## src/rtl/conv_mult_arbiter.sv

```systemverilog
// conv_mult_arbiter
// Shares one multiplier lane array between NUM_REQ convolution controllers.
// Round-robin arbitration with burst lock; a tag pipeline that runs in step
// with the multiplier routes each product back to the controller that issued it.

module conv_mult_arbiter #(
    parameter int NUM_REQ      = 2,
    parameter int BIT_LENGTH   = 16,
    parameter int PORTS        = 3,
    parameter int BURST_LEN    = 3,
    parameter int MULT_LATENCY = 2
) (
    input  logic                               Clk,
    input  logic                               Rst_n,
    input  logic [NUM_REQ-1:0]                 req_valid,
    input  logic [NUM_REQ-1:0]                 req_last,
    input  logic [NUM_REQ*PORTS*BIT_LENGTH-1:0] req_a,
    input  logic [NUM_REQ*PORTS*BIT_LENGTH-1:0] req_b,
    output logic [NUM_REQ-1:0]                 req_ready,
    output logic [PORTS*BIT_LENGTH-1:0]        mult_a,
    output logic [PORTS*BIT_LENGTH-1:0]        mult_b,
    output logic [PORTS-1:0]                   mult_start,
    input  logic [PORTS*2*BIT_LENGTH-1:0]      mult_result,
    output logic [NUM_REQ-1:0]                 rsp_valid,
    output logic [PORTS*2*BIT_LENGTH-1:0]      rsp_data,
    output logic [$clog2(NUM_REQ)-1:0]         grant_id,
    output logic                               busy
);

    localparam int ID_W  = $clog2(NUM_REQ);
    localparam int CNT_W = $clog2(BURST_LEN + 1);
    localparam int OP_W  = PORTS * BIT_LENGTH;

    localparam logic [0:0] IDLE  = 1'b0;
    localparam logic [0:0] BURST = 1'b1;

    logic [0:0]      state;
    logic [ID_W-1:0] rr_ptr;
    logic [CNT_W-1:0] beat_cnt;
    logic [ID_W-1:0] pick_id;
    logic            pick_found;
    logic            accept;
    logic            burst_end;
    logic            issue_vld;
    logic [ID_W-1:0] issue_id;
    logic [MULT_LATENCY-1:0] tag_vld;
    logic [ID_W-1:0] tag_id [MULT_LATENCY];

    // Round-robin search: first valid requester at or above rr_ptr, wrapping around
    always_comb begin
        pick_found = 1'b0;
        pick_id    = rr_ptr;
        for (int k = 0; k < NUM_REQ; k++) begin
            if (!pick_found && req_valid[(int'(rr_ptr) + k) % NUM_REQ]) begin
                pick_found = 1'b1;
                pick_id    = ID_W'((int'(rr_ptr) + k) % NUM_REQ);
            end
        end
    end

    // A beat is taken only from the locked requester; the burst closes on last or on the beat limit
    always_comb begin
        accept    = (state == BURST) && req_valid[grant_id];
        burst_end = accept && (req_last[grant_id] || (beat_cnt == CNT_W'(BURST_LEN - 1)));
    end

    // Ready is asserted only toward the granted requester while a burst is open
    always_comb begin
        req_ready = '0;
        if (state == BURST) begin
            req_ready[grant_id] = 1'b1;
        end
    end

    // Arbitration FSM: IDLE picks a winner, BURST holds it until the burst closes
    always_ff @(posedge Clk or negedge Rst_n) begin
        if (!Rst_n) begin
            state    <= IDLE;
            rr_ptr   <= '0;
            beat_cnt <= '0;
            grant_id <= '0;
        end else begin
            case (state)
                IDLE: begin
                    if (pick_found) begin
                        grant_id <= pick_id;
                        beat_cnt <= '0;
                        state    <= BURST;
                    end
                end
                BURST: begin
                    if (accept) begin
                        beat_cnt <= beat_cnt + 1'b1;
                        if (burst_end) begin
                            state <= IDLE;
                            if (int'(grant_id) == NUM_REQ - 1) begin
                                rr_ptr <= '0;
                            end else begin
                                rr_ptr <= grant_id + 1'b1;
                            end
                        end
                    end
                end
                default: state <= IDLE;
            endcase
        end
    end

    // Issue stage: register the accepted beat's operands and remember who sent it
    always_ff @(posedge Clk or negedge Rst_n) begin
        if (!Rst_n) begin
            issue_vld <= 1'b0;
            issue_id  <= '0;
            mult_a    <= '0;
            mult_b    <= '0;
        end else begin
            issue_vld <= accept;
            if (accept) begin
                issue_id <= grant_id;
                mult_a   <= req_a[int'(grant_id) * OP_W +: OP_W];
                mult_b   <= req_b[int'(grant_id) * OP_W +: OP_W];
            end
        end
    end

    assign mult_start = {PORTS{issue_vld}};

    // Tag pipeline: shifts alongside the multiplier so the tail tag lines up with its product
    always_ff @(posedge Clk or negedge Rst_n) begin
        if (!Rst_n) begin
            tag_vld <= '0;
            for (int k = 0; k < MULT_LATENCY; k++) begin
                tag_id[k] <= '0;
            end
        end else begin
            tag_vld[0] <= issue_vld;
            tag_id[0]  <= issue_id;
            for (int k = 1; k < MULT_LATENCY; k++) begin
                tag_vld[k] <= tag_vld[k-1];
                tag_id[k]  <= tag_id[k-1];
            end
        end
    end

    // Retire: strobe the owner of the tail tag and pass the product straight through
    always_comb begin
        rsp_valid = '0;
        rsp_data  = '0;
        if (tag_vld[MULT_LATENCY-1]) begin
            rsp_valid[tag_id[MULT_LATENCY-1]] = 1'b1;
            rsp_data = mult_result;
        end
    end

    assign busy = (state != IDLE) || issue_vld || (|tag_vld);

endmodule
```

## config.mk

```make
export PLATFORM = sky130hd
export DESIGN_NAME = conv_mult_arbiter
export DESIGN_NICKNAME = d
export VERILOG_FILES = /design/src/rtl/conv_mult_arbiter.sv
export SDC_FILE = /design/constraint.sdc
export NUM_CORES = 1
export LEC_CHECK = 0
export BUFFER_PORTS_ARGS = -buffer_cell sky130_fd_sc_hd__buf_2
export CAP_MARGIN = 15
export CORE_AREA = 2 2 195 197
export DETAILED_ROUTE_END_ITERATION = 10
export DIE_AREA = 0 0 197 199
export PLACE_DENSITY_LB_ADDON = 0.3
export SKIP_LAST_GASP = 1
export SYNTH_ARGS = -nofsm -noshare
export SYNTH_HDL_FRONTEND = slang
export SYNTH_SLANG_ARGS = --single-unit
```

## constraint.sdc

```tcl
create_clock -name Clk -period 3.1 [get_ports Clk]
set_input_delay 0.62 -clock Clk [delete_from_list [all_inputs] [get_ports Clk]]
set_output_delay 0.62 -clock Clk [all_outputs]
set_load 0.005 [all_outputs]
```

==> flow_metrics.py, run 1 <==
metrics = {
    "synth": {
        "synth_nets": 874,
        "synth_top_flop_cell": "dfrtp_1",
        "synthCells": 579,
        "synth_cell_types": 28,
        "synth.avg_cell_area_sq_um": 9.91,
        "synth_seq_area_share": 0.467,
        "synth-async-reset-ratio": 1.00,
        "ys.warnings.count": 0,
        "synth_edf_count": 0,
        "syn_area_sq_um": 5740,
        "ys_ff_latch": 107,
    },
    "finish": {
        "nNetsFinal": 1335,
        "drive_above_1_share": 0.507,
        "final_common_cell": "buf_2",
        "utilization": 0.240,
        "seq_area_sq_um": 2680,
        "fill_cells": 4160,
        "area_growth_pct": 55.0,
        "multi_input_area_sq_um": 2720,
        "final_cell_mix": "493 x buf_2, 163 x o21ai_0, 105 x dfrtp_1, 98 x and2_1, 98 x mux2i_1",
    },
    "run": {
        "maxCapViolations": 0,
    },
    "sta": {
        "tightestPinTransition_ns": 0.796,
        "tns_ns": 0,
        "clock_skew_ns": 0.00960,
        "fin_crit_sh": 0.843,
        "drv_slew": 0,
        "setup_viol": 0,
        "fin_crit_ns": 2.61,
        "finalHoldViolCount": 0,
        "rsz0062_at_grt": "false",
        "maxSlewHeadroom": 0.469,
        "fmax_mhz": 383,
    },
    "setup_path": {
        "end_kind": "output port",
        "start_kind": "register",
        "worstReg2RegStart": "grant_id$_DFFE_PN0P_",
        "critPathKind": "register to output port",
        "regToRegSetupSlack_ns": 1.16,
        "worstPathMaxFanout": 63,
        "reg2reg_to": "mult_a[14]$_DFFE_PN0P_",
        "crit_required_ns": 2.48,
        "worstPathArrival_ns": 1.99,
        "reg2regPathDepth": 4,
    },
    "routing": {
        "vias": 6106,
        "ant_nets": 0,
        "wl_microns": 26200,
        "vias_per_cell": 4.02,
        "drc": 0,
        "dr.first_iter.drc_count": 186,
        "wire_per_inst_microns": 17.3,
        "drt_first_pass_iters": 4,
    },
    "die": {
        "start_util": 0.155,
        "pin_count": 495,
        "rows": 71,
        "core_sq_um": 37100,
        "die_h_microns": 199,
        "die_area_sq_um": 39200,
        "dieWidth_microns": 197,
    },
    "pwr": {
        "vdd_drop_max_mv": 0.484,
        "power.leakage_nw": 4.80,
        "power_density_nw_per_um2": 840,
        "finalPower_mw": 7.48,
    },
    "clock_network": {
        "postCtsSetupRepairBufs": 0,
        "root_buffer": "clkbuf_16",
        "worst_skew_pair.late_latency_ns": 0.37,
        "postCtsHoldBufs": 0,
        "htreeDepth": 3,
        "clockBufferDepth": 2,
        "numCtsBuffers": 9,
        "cts_tree": "yes",
        "clock-sinks": 107,
        "clk_pin_slew_worst_paths_ns": 0.07,
        "post_cts_resized": 0,
    },
    "grt": {
        "antenna_found_initial": 7,
        "grt.total_usage": 0.128,
        "grt-ovfl-total": 0,
        "grt_max_degree": 64,
        "grt_pass1_wl_microns": 36700,
        "grt_pass1_vias": 5910,
    },
    "hold_path": {
        "min_path_type": "primary input to async pin",
    },
    "status": {
        "status": "finished clean",
    },
    "place": {
        "dp_hpwl_microns": 21000,
        "io_buffers": 494,
        "routabilityCongestion": 0.784,
    },
}
synth_stat cells, types with 3 or more instances:
cell type	number	area, sq um
nand2_1	3	11.3
buf_2	7	35.0
buf_6	6	67.6
and2_1	98	613
nor2_1	3	11.3
inv_1	4	15.0
dfrtp_1	107	2680
clkbuf_2	6	30.0
mux2i_1	98	981
clkbuf_4	3	22.5
a21oi_1	3	15.0
buf_4	9	67.6
clkbuf_1	26	97.6
o21ai_0	163	816
o21ai_1	30	150
flip-flops by register name (all words and copies together) (netlist names):
| signal | cells |
|---|---|
| mult_a | 48 |
| mult_b | 48 |
| beat_cnt | 2 |
| tag_id | 2 |
| tag_vld | 2 |
| grant_id | 1 |
| issue_id | 1 |
| issue_vld | 1 |
| rr_ptr | 1 |
| state | 1 |
cell families after synthesis:
kind of cell,Yosys count,share of synthesized area
compound gates,200,0.176
xor+xnor,1,0.00153
fa+ha+maj,1,0.00218
buf+inv,62,0.0591
flops,107,0.467
mux,101,0.179
simple gates,107,0.115
area by class of cell:
| class | instances | share of cell area |
|---|---|---|
| clock buffer | 9 | 0.0253 |
| clock inverter | 7 | 0.00633 |
| antenna | 1 | 0.000281 |
| inverter | 5 | 0.00211 |
| timing repair buffer | 507 | 0.292 |
| multi-input combinational | 410 | 0.306 |
| tap | 474 | 0.0666 |
| sequential | 107 | 0.301 |
per-layer routing:
layer / GRT usage / vias up / routed length [microns]
li1: - / 2926 / -
met1: 0.131 / 2858 / 9400
met2: 0.235 / 274 / 13700
met3: 0.0473 / 36 / 2150
met4: 0.0546 / 12 / 872
met5: 0 / - / 80
worst max-delay path by stage:
stage / start / end / slack (ns) / cells after the start
after floorplan: tag_vld[1]$_DFF_PN0_ / rsp_data[75] / 1.46 / 4
after global placement: tag_vld[1]$_DFF_PN0_ / rsp_data[62] / 0.94 / 3
after detailed placement: tag_vld[1]$_DFF_PN0_ / rsp_data[60] / 0.88 / 3
after CTS: tag_vld[1]$_DFF_PN0_ / rsp_data[60] / 0.45 / 3
after global routing: tag_vld[1]$_DFF_PN0_ / rsp_data[60] / 0.30 / 3
final: tag_vld[1]$_DFF_PN0_ / rsp_data[60] / 0.49 / 3
report_power, final:
part	switching (mW)	total, mW	internal, mW
combinational	2.11	3.84	1.73
clock	0.585	1.14	0.551
sequential	0.406	2.50	2.10
total	3.10	7.48	4.38
worst max-delay path, cell delays in order, from the launching register on:
cell and delay (ns):
dfrtp_2 0.85, buf_4 0.43, and2_1 0.19, buf_2 0.12
per-stage QoR:
step	std cells	worst slack, ns	hold WS, ns	cell area (sq um)
after floorplan	579	1.46	0.324	5740
after global placement	1503	0.940	0.338	8610
after detailed placement	1503	0.879	0.336	8610
after CTS	1519	0.451	0.305	8900
after global routing	1519	0.300	0.333	8900
final	1520	0.486	0.304	8900
Power figures use the tool's default switching activity.
==> run 2, diff against run 1 <==
--- a/config.mk
+++ b/config.mk
@@ -5,11 +5,12 @@
 export SDC_FILE = /design/constraint.sdc
 export NUM_CORES = 1
 export LEC_CHECK = 0
+export ABC_AREA = 1
 export BUFFER_PORTS_ARGS = -buffer_cell sky130_fd_sc_hd__buf_2
 export CAP_MARGIN = 15
-export CORE_AREA = 2 2 195 197
+export CORE_AREA = 2 2 191 193
 export DETAILED_ROUTE_END_ITERATION = 10
-export DIE_AREA = 0 0 197 199
+export DIE_AREA = 0 0 193 195
 export PLACE_DENSITY_LB_ADDON = 0.3
 export SKIP_LAST_GASP = 1
 export SYNTH_ARGS = -nofsm -noshare
==> constraint.sdc (replaced) <==
create_clock -name Clk -period 2.4 [get_ports Clk]
set_input_delay 0.48 -clock Clk [delete_from_list [all_inputs] [get_ports Clk]]
set_output_delay 0.48 -clock Clk [all_outputs]
set_load 0.005 [all_outputs]
==> run 2 against run 1 <==
Net effect:
- die area fell by 4.0%
- hold slack got worse by 0.22 ns
- synthesized area rose by 7.8%
- synthesized cell count rose by 70%
- highest routed layer unchanged
==> flow_metrics.py, run 2 <==
metrics = {
    "run": {
        "maxCapViolations": 0,
    },
    "synth": {
        "synthMostInstantiatedCell": "nand2_1",
        "synthCells": 982,
        "synth_top_cell_by_area": "dfrtp_1",
        "synth-async-reset-ratio": 1.00,
        "synth_seq_area_share": 0.433,
        "synth_top_flop_cell": "dfrtp_1",
        "synth.avg_cell_area_sq_um": 6.30,
        "ys_ff_latch": 107,
        "ys.warnings.count": 0,
        "synth_common_cells": "593 x nand2_1, 107 x dfrtp_1, 104 x inv_1",
        "synth_nets": 1277,
        "synth_edf_count": 0,
        "synth_cell_types": 16,
        "syn_area_sq_um": 6190,
        "yosysTopAreaCellShare": 0.433,
        "netlist_top_cells_area": "dfrtp_1 43%, nand2_1 36%, nand3_1 8.1%",
    },
    "routing": {
        "drt_first_pass_iters": 4,
        "wire_per_inst_microns": 14.8,
        "vias": 7651,
        "drc": 0,
        "vias_per_cell": 4.03,
        "ant_nets": 0,
        "wl_microns": 28100,
        "dr.first_iter.drc_count": 301,
    },
    "sta": {
        "tns_ns": 0,
        "clock_skew_ns": 0.00946,
        "fin_crit_sh": 0.896,
        "finalHoldViolCount": 0,
        "setup_viol": 0,
        "drv_slew": 0,
        "rsz0062_at_grt": "false",
        "fmax_mhz": 465,
        "maxSlewHeadroom": 0.601,
        "tightestPinTransition_ns": 0.599,
        "fin_crit_ns": 2.15,
    },
    "clock_network": {
        "clk_pin_slew_worst_paths_ns": 0.08,
        "clockBufferDepth": 2,
        "root_buffer": "clkbuf_16",
        "postCtsSetupRepairBufs": 0,
        "post_cts_resized": 0,
        "clock-sinks": 107,
        "numCtsBuffers": 9,
        "postCtsHoldBufs": 0,
        "worst_skew_pair.late_latency_ns": 0.36,
        "cts_tree": "yes",
        "htreeDepth": 3,
    },
    "finish": {
        "fill_cells": 4040,
        "drive_above_1_share": 0.367,
        "final_common_cell": "nand2_1",
        "finalNonFillerCells": 1899,
        "final_cell_mix": "592 x nand2_1, 493 x buf_2, 105 x dfrtp_1, 104 x inv_1, 100 x nand3_1",
        "largestRegisters": "mult_a x48, mult_b x48",
        "multi_input_area_sq_um": 2820,
        "nNetsFinal": 1727,
        "area_growth_pct": 52.6,
        "seq_area_sq_um": 2690,
    },
    "setup_path": {
        "worstReg2RegStart": "grant_id$_DFFE_PN0P_",
        "critPathKind": "register to output port",
        "worstPathArrival_ns": 1.67,
        "end_kind": "output port",
        "crit_required_ns": 1.92,
        "worstSetupStartpoint": "tag_vld[1]$_DFF_PN0_",
        "worstPathMaxFanout": 44,
        "start_kind": "register",
    },
    "die": {
        "start_util": 0.175,
        "core_sq_um": 35400,
        "dieWidth_microns": 193,
        "die_h_microns": 195,
        "pin_count": 495,
        "rows": 69,
        "die_area_sq_um": 37600,
    },
    "grt": {
        "grt_pass1_vias": 7294,
        "antenna_found_initial": 4,
        "grt-ovfl-total": 0,
        "grt_max_degree": 100,
        "grt.total_usage": 0.143,
        "grt_pass1_wl_microns": 40900,
    },
    "place": {
        "dp_hpwl_microns": 21900,
        "place_inst": 1882,
        "routabilityCongestion": 0.848,
        "io_buffers": 494,
    },
    "pwr": {
        "power_density_nw_per_um2": 1100,
        "power.leakage_nw": 6.46,
        "vdd_drop_max_mv": 0.433,
    },
    "status": {
        "status": "finished clean",
    },
    "hold_path": {
        "min_path_type": "primary input to async pin",
    },
}
-- run 2: cell families (layout without fill, tap and decap cells) --
| kind of cell | Yosys count | after routing | share of synthesized area |
|---|---|---|---|
| buf+inv | 172 | 627 | 0.115 |
| compound gates | 2 | 2 | 0.00202 |
| other cells | 0 | 1 | 0 |
| simple gates | 700 | 700 | 0.448 |
| flops | 107 | 107 | 0.433 |
| fa+ha+maj | 1 | 1 | 0.00202 |
-- run 2: metrics by stage --
step / hold WS (ns) / area (sq um) / utilization / worst slack (ns) / total power, mW
finish: 0.0801 / 9440 / 0.267 / 0.250 / 10.4
global route: 0.113 / 9440 / 0.267 / 0.139 / 11.5
CTS: 0.101 / 9440 / 0.267 / 0.233 / 10.6
detailed placement: 0.347 / 9110 / 0.258 / 0.624 / 8.89
global placement: 0.332 / 9110 / 0.258 / 0.622 / 8.83
floorplan: 0.184 / 6190 / - / 0.894 / 6.29
-- run 2: power by group --
| part | internal, mW | switching (mW) |
|---|---|---|
| Sequential | 2.67 | 0.551 |
| Combinational | 2.13 | 3.36 |
| Clock | 0.925 | 0.754 |
-- run 2: worst paths after layout --
kind                            cells past startpoint                endpoint  slack [ns]
worst max-delay path                                4            rsp_data[24]        0.25
worst min-delay path                                1   mult_b[6]$_DFFE_PN0P_        0.08
worst max register to register                      7         state$_DFF_PN0_        0.67
worst min register to register                      0     tag_id[0]$_DFF_PN0_        0.36
max in group asynchronous                           2  mult_b[42]$_DFFE_PN0P_        1.61
min in group Clk                                    0     tag_id[0]$_DFF_PN0_        0.36
-- run 2: cell type report --
| type | count | area share |
|---|---|---|
| multi-input combinational | 703 | 0.298 |
| sequential | 107 | 0.284 |
| timing repair buffer | 506 | 0.280 |
| tap | 461 | 0.0611 |
| inverter | 105 | 0.0419 |
| clock buffer | 9 | 0.0239 |
| clock inverter | 7 | 0.0105 |
| antenna | 1 | 0.000265 |
-- run 2: layer usage --
| layer | share of wire | wire length [microns] | global-route usage |
|---|---|---|---|
| met2 | 0.52 | 14500 | 0.267 |
| met3 | 0.069 | 1940 | 0.0279 |
| met1 | 0.37 | 10400 | 0.151 |
| met4 | 0.046 | 1280 | 0.0738 |
| met5 | 0.00043 | 12 | 0 |
-- run 2: worst max-delay path, stage by stage (launching register included) --
cell and delay, ns:
dfrtp_4 0.70, buf_12 0.27, nand2_1 0.07, inv_1 0.11, buf_2 0.13
